**src/rtl/core_sequencer.sv**
```systemverilog
// Multi-cycle control FSM for the RV32I core: fetch/decode/execute/memory/writeback
// sequencing over a shared memory port, with EBREAK halt/resume and memory-wait timeout faults.
module core_sequencer #(
   parameter int MEM_TIMEOUT = 255
) (
   input  logic       clk,
   input  logic       rst_n,
   input  logic       mem_ready,
   input  logic       dec_mem_enable,
   input  logic       dec_mem_rw,
   input  logic [1:0] dec_r_w_src,
   input  logic [1:0] dec_bra_mode,
   input  logic       dec_brk,
   input  logic       dec_illegal,
   input  logic       cmp_taken,
   input  logic       resume,
   output logic       mem_req,
   output logic       mem_we,
   output logic       mem_addr_sel,
   output logic       ir_load,
   output logic       reg_we,
   output logic       pc_we,
   output logic [1:0] pc_src,
   output logic       retire,
   output logic       halted,
   output logic       fault,
   output logic [1:0] fault_cause,
   output logic [2:0] state
);

   typedef enum logic [2:0] {
      S_FETCH  = 3'd0,
      S_DECODE = 3'd1,
      S_EXEC   = 3'd2,
      S_MEM    = 3'd3,
      S_WB     = 3'd4,
      S_HALT   = 3'd5,
      S_FAULT  = 3'd6
   } state_t;

   localparam logic [1:0] CAUSE_NONE    = 2'b00;
   localparam logic [1:0] CAUSE_ILLEGAL = 2'b01;
   localparam logic [1:0] CAUSE_FETCH   = 2'b10;
   localparam logic [1:0] CAUSE_DATA    = 2'b11;

   // Last wait-counter value at which a stalled request is still tolerated.
   localparam logic [15:0] WAIT_LAST = 16'(MEM_TIMEOUT - 1);

   state_t      cur_state;
   state_t      nxt_state;
   logic [15:0] wait_cnt;
   logic [15:0] wait_nxt;
   logic [1:0]  cause_q;
   logic [1:0]  cause_nxt;

   logic        req_c;
   logic        we_c;
   logic        irl_c;
   logic        rwe_c;
   logic        pwe_c;
   logic        ret_c;
   logic        asel_c;
   logic [1:0]  psrc_c;
   logic        in_mem_phase;

   always_ff @(posedge clk) begin
      if (!rst_n) begin
         cur_state <= S_FETCH;
         wait_cnt  <= '0;
         cause_q   <= CAUSE_NONE;
      end else begin
         cur_state <= nxt_state;
         wait_cnt  <= wait_nxt;
         cause_q   <= cause_nxt;
      end
   end

   always_comb begin
      nxt_state = cur_state;
      cause_nxt = cause_q;
      req_c     = 1'b0;
      we_c      = 1'b0;
      irl_c     = 1'b0;
      rwe_c     = 1'b0;
      pwe_c     = 1'b0;
      ret_c     = 1'b0;
      asel_c    = 1'b0;
      psrc_c    = 2'd0;

      case (cur_state)
         S_FETCH: begin
            req_c = 1'b1;
            if (mem_ready) begin
               irl_c     = 1'b1;
               nxt_state = S_DECODE;
            end else if (wait_cnt == WAIT_LAST) begin
               nxt_state = S_FAULT;
               cause_nxt = CAUSE_FETCH;
            end
         end

         S_DECODE: begin
            if (dec_illegal) begin
               nxt_state = S_FAULT;
               cause_nxt = CAUSE_ILLEGAL;
            end else if (dec_brk) begin
               nxt_state = S_HALT;
            end else begin
               nxt_state = S_EXEC;
            end
         end

         S_EXEC: begin
            nxt_state = dec_mem_enable ? S_MEM : S_WB;
         end

         S_MEM: begin
            req_c  = 1'b1;
            asel_c = 1'b1;
            we_c   = dec_mem_rw;
            if (mem_ready) begin
               nxt_state = S_WB;
            end else if (wait_cnt == WAIT_LAST) begin
               nxt_state = S_FAULT;
               cause_nxt = CAUSE_DATA;
            end
         end

         S_WB: begin
            pwe_c     = 1'b1;
            ret_c     = 1'b1;
            // Stores carry a write source in some decodes but must never touch the register file.
            rwe_c     = (dec_r_w_src != 2'b00) && !(dec_mem_enable && dec_mem_rw);
            nxt_state = S_FETCH;
            case (dec_bra_mode)
               2'b00:   psrc_c = 2'd0;
               2'b01:   psrc_c = 2'd1;
               2'b10:   psrc_c = cmp_taken ? 2'd1 : 2'd0;
               default: psrc_c = 2'd2;
            endcase
         end

         S_HALT: begin
            // Resuming steps the PC past the EBREAK and counts it as retired.
            if (resume) begin
               pwe_c     = 1'b1;
               ret_c     = 1'b1;
               psrc_c    = 2'd0;
               nxt_state = S_FETCH;
            end
         end

         S_FAULT: begin
            nxt_state = S_FAULT;
         end

         default: begin
            nxt_state = S_FETCH;
         end
      endcase
   end

   // The counter only accumulates while a request stays stalled in the same state.
   assign in_mem_phase = (cur_state == S_FETCH) || (cur_state == S_MEM);

   always_comb begin
      wait_nxt = '0;
      if (in_mem_phase && !mem_ready && (nxt_state == cur_state)) begin
         wait_nxt = wait_cnt + 16'd1;
      end
   end

   assign mem_req      = rst_n & req_c;
   assign mem_we       = rst_n & we_c;
   assign ir_load      = rst_n & irl_c;
   assign reg_we       = rst_n & rwe_c;
   assign pc_we        = rst_n & pwe_c;
   assign retire       = rst_n & ret_c;
   assign mem_addr_sel = asel_c;
   assign pc_src       = psrc_c;
   assign halted       = (cur_state == S_HALT);
   assign fault        = (cur_state == S_FAULT);
   assign fault_cause  = cause_q;
   assign state        = cur_state;

endmodule

```
**config.mk**
```make
export PLATFORM = sky130hd
export DESIGN_NAME = core_sequencer
export DESIGN_NICKNAME = d
export VERILOG_FILES = /design/src/rtl/core_sequencer.sv
export SDC_FILE = /design/constraint.sdc
export NUM_CORES = 1
export LEC_CHECK = 0
export CAP_MARGIN = 15
export CORE_MARGIN = 2
export CORE_UTILIZATION = 44
export DETAILED_ROUTE_END_ITERATION = 16
export PLACE_DENSITY = 0.72
export SKIP_LAST_GASP = 1
export SLEW_MARGIN = 20
export SYNTH_ARGS = -nofsm -noshare
export SYNTH_HDL_FRONTEND = slang
export SYNTH_SLANG_ARGS = --single-unit
```
**constraint.sdc**
```tcl
create_clock -name clk -period 1.45 [get_ports clk]
set_input_delay 0.3625 -clock clk [delete_from_list [all_inputs] [get_ports clk]]
set_output_delay 0.3625 -clock clk [all_outputs]
set_load 0.005 [all_outputs]
```
# [After elaboration in Yosys (flattened, before gate mapping)]
# Index checks and enable logic that the tools add are counted.
[totals] latchBits=0 output_inout_bits=16 rom_bits=0 memories=0 wordCells=63 regBits=21 ramBits=0
[classes] eq_ne=15 mux=25 mul=0 add_sub_neg=1 reduce_logical=14 n_lt_le_gt_ge=0 n_shift=0 bitwise_logic=5 div_mod_pow=0
[op_table] op="$mux 3" count=7
[op_table] op="$pmux 3 s6" count=1
[op_table] op="$add 16x1->16 const B" count=1
[op_table] op="$eq 16x8->1 const B" count=1
[op_table] op="$mux 2" count=6
[op_table] op="$pmux 2 s3" count=2
[op_table] op="$ne 2x2->1 const B" count=5
[op_table] op="$eq 3x3->1 const B" count=3
[op_table] op="$mux 1" count=8
[op_table] op="$eq 3x2->1 const B" count=2
[op_table] op="$reduce_and 6->1" count=1
[op_table] op="$and 1x1->1" count=5
[op_table] op="$logic_and 1x1->1" count=4
[op_table] op="$eq 3x1->1 const B" count=1
[op_table] op="$eq 3x3->1" count=1
[op_table] op="$logic_not 3->1" count=1
[op_table] op="$reduce_bool 3->1" count=1
[op_table] op="$eq 2x1->1 const B" count=1
[op_table] op="$eq 2x2->1 const B" count=1
[op_table] op="$logic_not 1->1" count=2
[op_table] op="$logic_not 2->1" count=1
[op_table] op="$pmux 1 s2" count=1
[op_table] op="$reduce_and 2->1" count=1
[op_table] op="$reduce_bool 2->1" count=1
[op_table] op="2 further kinds" count=2

# [Longest topological paths before layout]
# Gate-level depths: netlist of run 1.
[depth] depth_word=7 depth_mapped=8 mapped_depth_nobuf=6

# [Least setup slack after synthesis of run 1]
# No wires, ideal clock.
[synth_timing] path_type="register to output" start="register cur_state[2] (netlist: state[2])" end="output retire" slack_ns=-0.276 arrival_ns=1.363 required_ns=1.087 stages_incl_launch_ff=6 cell_sequence="dfxtp_1 clkbuf_1 clkbuf_1 nand2_1 a211oi_1 buf_4"
[synth_between] elab_chain_len=3
[synth_rtl] item="from (decl)" line="49" rtl="state_t cur_state;"
[synth_rtl] item="from (signal assigned)" line="72" rtl="cur_state <= nxt_state;"
[synth_rtl] item="$eq 3x3->1"
[synth_rtl] item="$pmux 1 s2 (*)"
[synth_rtl] item="$and 1x1->1 (*)"
[synth_rtl] item="to (decl)" line="24" rtl="output logic retire,"
# Mark *: on every way between the ends. The rest lies on a longest branch, timed or not.

# [Worst setup path in the final report of run 1]
[layout_timing] start="register cur_state[0] (netlist: state[0])" end="output pc_we"
[layout_between] elab_chain_len=3
[layout_rtl] item="$eq 3x3->1" line="90" rtl="case (cur_state)"
[layout_rtl] item="$pmux 1 s2 (*)" line="90"
[layout_rtl] item="$and 1x1->1 (*)" line="177" rtl="assign pc_we = rst_n & pwe_c;"
[layout_rtl] item="to (decl)" line="22" rtl="output logic pc_we,"
# Marks and branches as above.

==> results of run 1 <==
==> timing repair <==
action	4_1_cts	5_1_grt
setup buffers	20	10
gates resized for setup	95	77
pin swaps	9	28
cloned	0	1
endpoints found under the setup margin	35	35
==> cell families (layout without fill, tap and decap cells) <==
| family | after synthesis | in the layout | share of synthesized area |
|---|---|---|---|
| compound gates | 22 | 22 | 0.123 |
| mux | 2 | 2 | 0.0164 |
| xor+xnor | 14 | 14 | 0.100 |
| flops | 21 | 21 | 0.344 |
| buf+inv | 15 | 93 | 0.0553 |
| simple gates | 76 | 76 | 0.341 |
| fa+ha+maj | 2 | 2 | 0.0205 |
==> per-stage QoR <==
stage	instance area, um^2	worst slack [ps]
after floorplan	1250	-48.0
after global placement	1750	-635
after detailed placement	1750	-652
after CTS	1990	-204
after global routing	2330	-306
final	2330	-236
==> how the worst max path moves through the flow <==
stage / start / endpoint / slack [ps] / cells after the start
floorplan: state[2] / retire / -50 / 5
global placement: rst_n / ir_load / -630 / 4
detailed placement: rst_n / ir_load / -650 / 4
CTS: state[2] / ir_load / -200 / 4
global route: state[2] / pc_we / -310 / 5
finish: state[0] / pc_we / -240 / 4
==> cell type report <==
cell class / count / area (um^2) / share of cell area
Clock inverter: 1 / 5.00 / 0.00215
Multi-Input combinational cell: 116 / 1040 / 0.447
Inverter: 6 / 30.0 / 0.0129
Tap cell: 31 / 38.8 / 0.0167
Timing Repair Buffer: 83 / 741 / 0.318
Clock buffer: 3 / 22.5 / 0.00967
Sequential cell: 21 / 450 / 0.193
==> critical path, cell delays in order (launching register included) <==
cell,delay [ps]
dfxtp_4,400
buf_6,130
buf_6,110
a211oi_2,200
buf_2,160
==> layer usage <==
metal	up-vias	track usage
met5	-	0
met4	0	0.109
met3	22	0.0346
met2	71	0.460
met1	743	0.286
li1	694	-
==> sequential cells by signal, summed over array words and instances (netlist names) <==
| register | cells |
|---|---|
| wait_cnt | 16 |
| fault_cause | 2 |
| state | 3 |
==> cells in the mapped netlist (all sizes together) (2+ instances only) <==
cell type  instances
nor3               6
or3                3
nand4              6
and4               3
clkbuf             6
nor2b              2
buf                3
and2               2
nand2b             3
o311ai             2
o21a               2
a211oi             3
dfxtp             21
xnor2              9
nand2             10
and3               4
nor4               5
nand3              6
a21oi              5
o21ai              4
xor2               5
nor2              23
mux2i              2
inv                6
ha                 2
==> power groups by stage <==
| stage | combinational, uW | sequential (uW) | clock [uW] |
|---|---|---|---|
| final | 522 | 613 | 310 |
| after global routing | 546 | 614 | 326 |
| after detailed placement | 295 | 627 | 0 |
| after global placement | 288 | 626 | 0 |
| after CTS | 402 | 614 | 293 |
| after floorplan | 130 | 618 | 0 |
==> reports/results.md, run 1 <==
| Step | Result | This run |
| --- | --- | --- |
| outcome | Status | finished, violations left |
| outcome | Failing checks | setup timing |
| sta | Skew final | 13.5 ps |
| sta | Setup repair after global routing missed its margin | yes |
| placement | Placed wire-length estimate after detailed placement | 2410 um |
| sta | Worst-case headroom to the max-slew limit | 0.777 |
| routing | Metal3 WL | 321 um |
| worst setup path | Sort of element at the start of the critical path | flop |
| cells and area | Antenna diode count | 0 |
| cells and area | Commonest non-fill, non-tap cells in the layout | buf_4, buf_6, nor2_4, dlygate4sd2_1, dfxtp_1 |
| worst setup path | Worst r2r path cells | 6 |
| routing | Post-route ant nets | 0 |
| hold path | Start point of the worst hold path | wait_cnt[15] |
| cts | Number of buffers created by CTS | 3 |
| placement | Count of placed standard cells including taps | 231 |
| routing | Routed wire length | 5210 um |
| worst setup path | Worst-path fanout max | 5 |
| synthesis | Top-area cell type share of the netlist area | 0.344 |
| cts | Count of hold-fix buffers inserted at cts | 0 |
| hold path | Type of the tightest min-delay check | reg2reg |
| routing | Top Layer Used | met4 |
| cells and area | Proportion of layout cells with a drive suffix above 1 | 0.600 |
| sta | Hold Vio Cnt, Final | 0 |
| global routing | First-pass GRT wire length | 6440 um |
| synthesis | Warnings, synthesis | 0 |
| sta | Pin slew with the least headroom to its limit | 332 ps |
| sta | Final-layout worst hold slack | 568 ps |
| sta | Final cycle utilization of the critical path | 1.16 |
| worst setup path | R2r setup slk | -130 ps |
| pwr | Internal power contribution | 982 uW |
| worst setup path | Required @ worst endpoint | 1090 ps |
| routing | Via Count | 1530 |
| worst setup path | Sort of element at the end of the critical path | output pin |
| worst setup path | Reg-to-reg startpoint | wait_cnt[0] |
| hold path | Worst Hold Path Cells | 2 |
| worst setup path | CP Class | reg2out |
| pwr | Seq pwr share | 0.424 |
| synthesis | Cell types with the largest area share after synthesis | dfxtp_1, nor2_1, xnor2_1 |
| cells and area | Total number of nets in the final design | 246 |
| cts | Register clock-pin slew on the reported worst setup and hold paths | 140 ps |
| routing | Wire length per cell after detailed routing | 19.9 um |
| synthesis | Primary flip-flop cell chosen by synthesis mapping | dfxtp_1 |
| synthesis | #FFs+latches synth | 21 |
| floorplan | Effective utilization at floorplan | 0.455 |
| synthesis | Register area share after synthesis | 0.344 |
| cts | CTS Root Cell | clkbuf_4 |
| pwr | P_leak | 0.000934 uW |
| pwr | Power Total | 1440 uW |
| worst setup path | CP arrival | 1320 ps |
| worst setup path | Endpoint of the worst register-to-register path | wait_cnt[15] |
| synthesis | Number of synthesized flops with an enable pin | 0 |
| routing | Number of iterations in the first detailed-routing pass | 4 |
| global routing | Total track usage | 0.251 |
| sta | Time the worst path needs with I/O delays and setup | 1690 ps |
| sta | Slew Viols, Final | 0 |
| cts | H-tree level count | 1 |
| synthesis | Net count after synthesis | 167 |
| cells and area | Area growth from synthesis to final layout | 90.5% |
| sta | Accumulated negative setup slack | -2350 ps |
| cts | Number of buffers between clock root and the deepest sink | 2 |
| pwr | NetSw | 463 uW |
| sta | Setup-failing EPs final | 27 |
| cells and area | Most common cell after layout, fill and taps aside | buf_4 |
| synthesis | Async set-or-reset flop fraction in the synthesized netlist | 0 |
| global routing | Maximum number of pins on one net before global-route repair | 17 |
| pwr | Combinational group share of total power | 0.361 |
| cells and area | Layout Cells excl Fill | 261 |
| cells and area | Fill cell count | 134 |
| global routing | Via count of the first global-routing pass | 1402 |
| floorplan | I/O pin count | 29 |
| floorplan | Core Box Area | 2690 um^2 |
| routing | Iter 0 DRT Violations | 61 |
| synthesis | Avg Inst Size Synth | 8.04 um^2 |
| job | Max-cap check violation count | 0 |
| synthesis | Syn Inst Count | 152 |
| cts | Clock insertion delay at the later pin of the skew report | 320 ps |
| floorplan | Floorplan die width | 56.7 um |
| placement | Global placer's final weighted congestion | 0.844 |
| pwr | Maximum ir drop on the vdd rail | 0.642 mV |
| synthesis | Library cells used by synthesis | 39 |
| routing | Drt drc | 0 |
| hold path | Hold Crit Endpoint | wait_cnt[15] |
| cts | CTS tree | yes |
| placement | Port Buffers | 28 |
| routing | Routed length on met1 | 1970 um |
| synthesis | Post-synthesis instance area | 1220 um^2 |
| pwr | Relative contribution of the clock network to total power | 0.214 |
| global routing | GRT Residual Overflow | 0 |
| sta | Highest clock rate | 593 MHz |
| floorplan | Die area | 3220 um^2 |
| floorplan | Height of the chip | 56.7 um |
| routing | Routed via count divided by cell count | 5.86 |
| cells and area | End-of-flow core utilization | 0.867 |
| sta | Final critical-path setup slack | -236 ps |
| pwr | Net Sw Frac | 0.320 |
| global routing | Number of antenna violations at the first check in global routing | 0 |
| cts | Number of clock sinks | 21 |
| routing | Met2 Wirelength | 2720 um |
| synthesis | Dominant cell type by area after synthesis | dfxtp_1 |
| floorplan | Num rows | 19 |
| pwr | Power density relative to cell area | 621 nW/um^2 |
Note: power is estimated with default switching activity, not from simulation.
==> run 2: changes to the inputs <==
--- a/config.mk
+++ b/config.mk
@@ -6,10 +6,10 @@
 export NUM_CORES = 1
 export LEC_CHECK = 0
 export CAP_MARGIN = 15
-export CORE_MARGIN = 2
-export CORE_UTILIZATION = 44
+export CORE_MARGIN = 10
+export CORE_UTILIZATION = 52
 export DETAILED_ROUTE_END_ITERATION = 16
-export PLACE_DENSITY = 0.72
+export PLACE_DENSITY = 0.8
 export SKIP_LAST_GASP = 1
 export SLEW_MARGIN = 20
 export SYNTH_ARGS = -nofsm -noshare
==> constraint.sdc (replaced) <==
create_clock -name clk -period 2.1 [get_ports clk]
set_input_delay 0.525 -clock clk [delete_from_list [all_inputs] [get_ports clk]]
set_output_delay 0.525 -clock clk [all_outputs]
set_load 0.005 [all_outputs]
==> run 2 against run 1 <==
Compared with the run above:
- the flow now finishes without violations
- critical endpoint is now reg_we
- global-route usage shrank 9.2 points
- critical path type is now in2out
- utilization shrank 9.0 points
- clock-buffer cell count is the same
- largest cell class unchanged
- sequential power shrank 31%
- non-clock buffer count shrank 34
==> reports/results.md, run 2 (synthesis gave the netlist of run 1 again) <==
| Step | Result | This run | vs previous |
| --- | --- | --- | --- |
| global routing | Met2 usage | 0.312 | was 0.460 |
| worst setup path | CP arrival | 1550 ps | was 1320 ps |
| routing | Post-route ant nets | 0 | unchanged |
| pwr | Relative contribution of the clock network to total power | 0.232 | was 0.214 |
| routing | Wire length per cell after detailed routing | 16.6 um | was 19.9 um |
| floorplan | I/O pin count | 29 | unchanged |
| worst setup path | Sort of element at the end of the critical path | output pin | unchanged |
| cells and area | Antenna diode count | 0 | unchanged |
| placement | Area after DPL | 1580 um^2 | was 1750 um^2 |
| cells and area | Most common cell after layout, fill and taps aside | nor2_1 | was buf_4 |
| sta | Setup-failing EPs final | 0 | was 27 |
| floorplan | Num rows | 17 | was 19 |
| worst setup path | Worst r2r path cells | 5 | was 6 |
| worst setup path | Sort of element at the start of the critical path | input pin | was flop |
| cts | Clock insertion delay at the later pin of the skew report | 310 ps | was 320 ps |
| routing | Drt drc | 0 | unchanged |
| routing | Routed wire length | 3730 um | was 5210 um |
| cells and area | Commonest non-fill, non-tap cells in the layout | nor2_1, buf_4, dfxtp_1, clkdlybuf4s50_1, nand2_1 | was buf_4, buf_6, nor2_4, dlygate4sd2_1, dfxtp_1 |
| floorplan | Core Box Area | 2230 um^2 | was 2690 um^2 |
| cells and area | Proportion of layout cells with a drive suffix above 1 | 0.219 | was 0.600 |
| cts | Register clock-pin slew on the reported worst setup and hold paths | 110 ps | was 140 ps |
| pwr | Power density relative to cell area | 487 nW/um^2 | was 621 nW/um^2 |
| routing | Via Count | 1342 | was 1530 |
| routing | Number of iterations in the first detailed-routing pass | 4 | unchanged |
| cts | H-tree level count | 1 | unchanged |
| pwr | Seq pwr share | 0.501 | was 0.424 |
| cells and area | Area growth from synthesis to final layout | 41.9% | was 90.5% |
| cells and area | Total non-filler cell area in the finished layout | 1730 um^2 | was 2330 um^2 |
| hold path | Type of the tightest min-delay check | reg2reg | unchanged |
| floorplan | Height of the chip | 68.5 um | was 56.7 um |
| placement | Port Buffers | 28 | unchanged |
| global routing | Global routing usage on met3 | 0.0375 | was 0.0346 |
| worst setup path | CP Class | in2out | was reg2out |
| cts | CTS tree | yes | unchanged |
| sta | Worst-case headroom to the max-slew limit | 0.700 | was 0.777 |
| sta | Time the worst path needs with I/O delays and setup | 2080 ps |  |
| sta | Skew final | 17.9 ps | was 13.5 ps |
| cts | Number of clock sinks | 21 | unchanged |
| floorplan | Effective utilization at floorplan | 0.547 | was 0.455 |
| worst setup path | Worst-path fanout max | 1 | was 5 |
| pwr | NetSw | 239 uW | was 463 uW |
| floorplan | Die area | 4690 um^2 | was 3220 um^2 |
| sta | Final cycle utilization of the critical path | 0.990 |  |
| routing | Iter 0 DRT Violations | 65 | was 61 |
| sta | Highest clock rate | 481 MHz |  |
| sta | Hold Vio Cnt, Final | 0 | unchanged |
| pwr | Net Sw Frac | 0.284 | was 0.320 |
| outcome | Status | complete, no violations | was finished, violations left |
| sta | Pin slew with the least headroom to its limit | 444 ps | was 332 ps |
| global routing | Top Usage Layer GRT | met2 | unchanged |
| cts | Number of buffers created by CTS | 3 | unchanged |
| global routing | GRT Residual Overflow | 0 | unchanged |
| cts | CTS Root Cell | clkbuf_4 | unchanged |
| placement | Placed wire-length estimate after detailed placement | 2670 um | was 2410 um |
| cts | Number of buffers between clock root and the deepest sink | 2 | unchanged |
| pwr | Internal power contribution | 605 uW | was 982 uW |
| sta | Final-layout worst hold slack | 530 ps | was 568 ps |
| floorplan | Floorplan die width | 68.5 um | was 56.7 um |
| pwr | Maximum ir drop on the vdd rail | 0.483 mV | was 0.642 mV |
| global routing | Number of antenna violations at the first check in global routing | 0 | unchanged |
| pwr | P_leak | 0.000716 uW | was 0.000934 uW |
| cells and area | Max reg flops | 16 | unchanged |
| sta | Slew Viols, Final | 0 | unchanged |
| global routing | Via count of the first global-routing pass | 1304 | was 1402 |
| placement | Global placer's final weighted congestion | 0.855 | was 0.844 |
| global routing | First-pass GRT wire length | 5880 um | was 6440 um |
| hold path | Worst Hold Path Cells | 1 | was 2 |
| routing | Routed via count divided by cell count | 5.99 | was 5.86 |
| cells and area | Total number of nets in the final design | 212 | was 246 |
| worst setup path | Required @ worst endpoint | 1570 ps | was 1090 ps |
| global routing | Maximum number of pins on one net before global-route repair | 17 | unchanged |
| pwr | Combinational group share of total power | 0.268 | was 0.361 |
| cells and area | Register containing the most flip-flops in the final layout | wait_cnt | unchanged |
| job | Max-cap check violation count | 0 | unchanged |
| global routing | Total track usage | 0.160 | was 0.251 |
| global routing | Global routing met1 resource utilization | 0.155 | was 0.286 |
-- run 2: power by group through the flow --
stage | registers [uW] | logic [uW] | clock network [uW]
after floorplan | 425 | 87.4 | 0
after global placement | 431 | 171 | 0
after detailed placement | 431 | 179 | 0
after CTS | 426 | 194 | 198
after global routing | 425 | 244 | 217
final | 423 | 226 | 196
-- run 2: per-stage QoR --
stage                     power, uW  cells  setup slack (ps)  TNS [ps]   util
final                           845    224              21.8         0  0.776
after global routing            886    224             -8.44     -8.44  0.776
after CTS                       817    218              -120      -147  0.749
after detailed placement        610    211              -405     -2730  0.709
after global placement          601    211              -357     -2230  0.709
after floorplan                 513    152               212         0      -
-- run 2: repair_timing --
item,4_1_cts,5_1_grt
setup endpoints to repair,11,10
pin swaps,1,3
gates resized for setup,27,10
setup buffers,3,6
hold buffers,0,0
-- run 2: cell type report --
type | count | area, um^2
clock buffers | 3 | 22.5
clock inverters | 1 | 5.00
fillers | 168 | 499
inverters | 6 | 22.5
multi-input cells | 116 | 776
flip-flops and latches | 21 | 432
well taps | 28 | 35.0
repair buffers | 49 | 442
-- run 2: worst max-delay path, cell delays in order --
cell             delay, ps
clkdlybuf4s50_1        450
nor2_1                  50
a21oi_1                120
and4_1                 200
clkdlybuf4s15_1        210
-- run 2: worst paths after layout --
check	slack (ps)	end	from
hold reg to reg	530	wait_cnt[0]	wait_cnt[0]
hold / removal	530	wait_cnt[0]	wait_cnt[0]
setup reg to reg	360	wait_cnt[14]	wait_cnt[0]
setup / recovery	20	reg_we	dec_r_w_src[1]
-- run 2: layer usage --
layer,share of wire,wire length (um)
met2,0.51,1890
met4,0.027,101
met3,0.072,270
met1,0.39,1470
met5,0,0
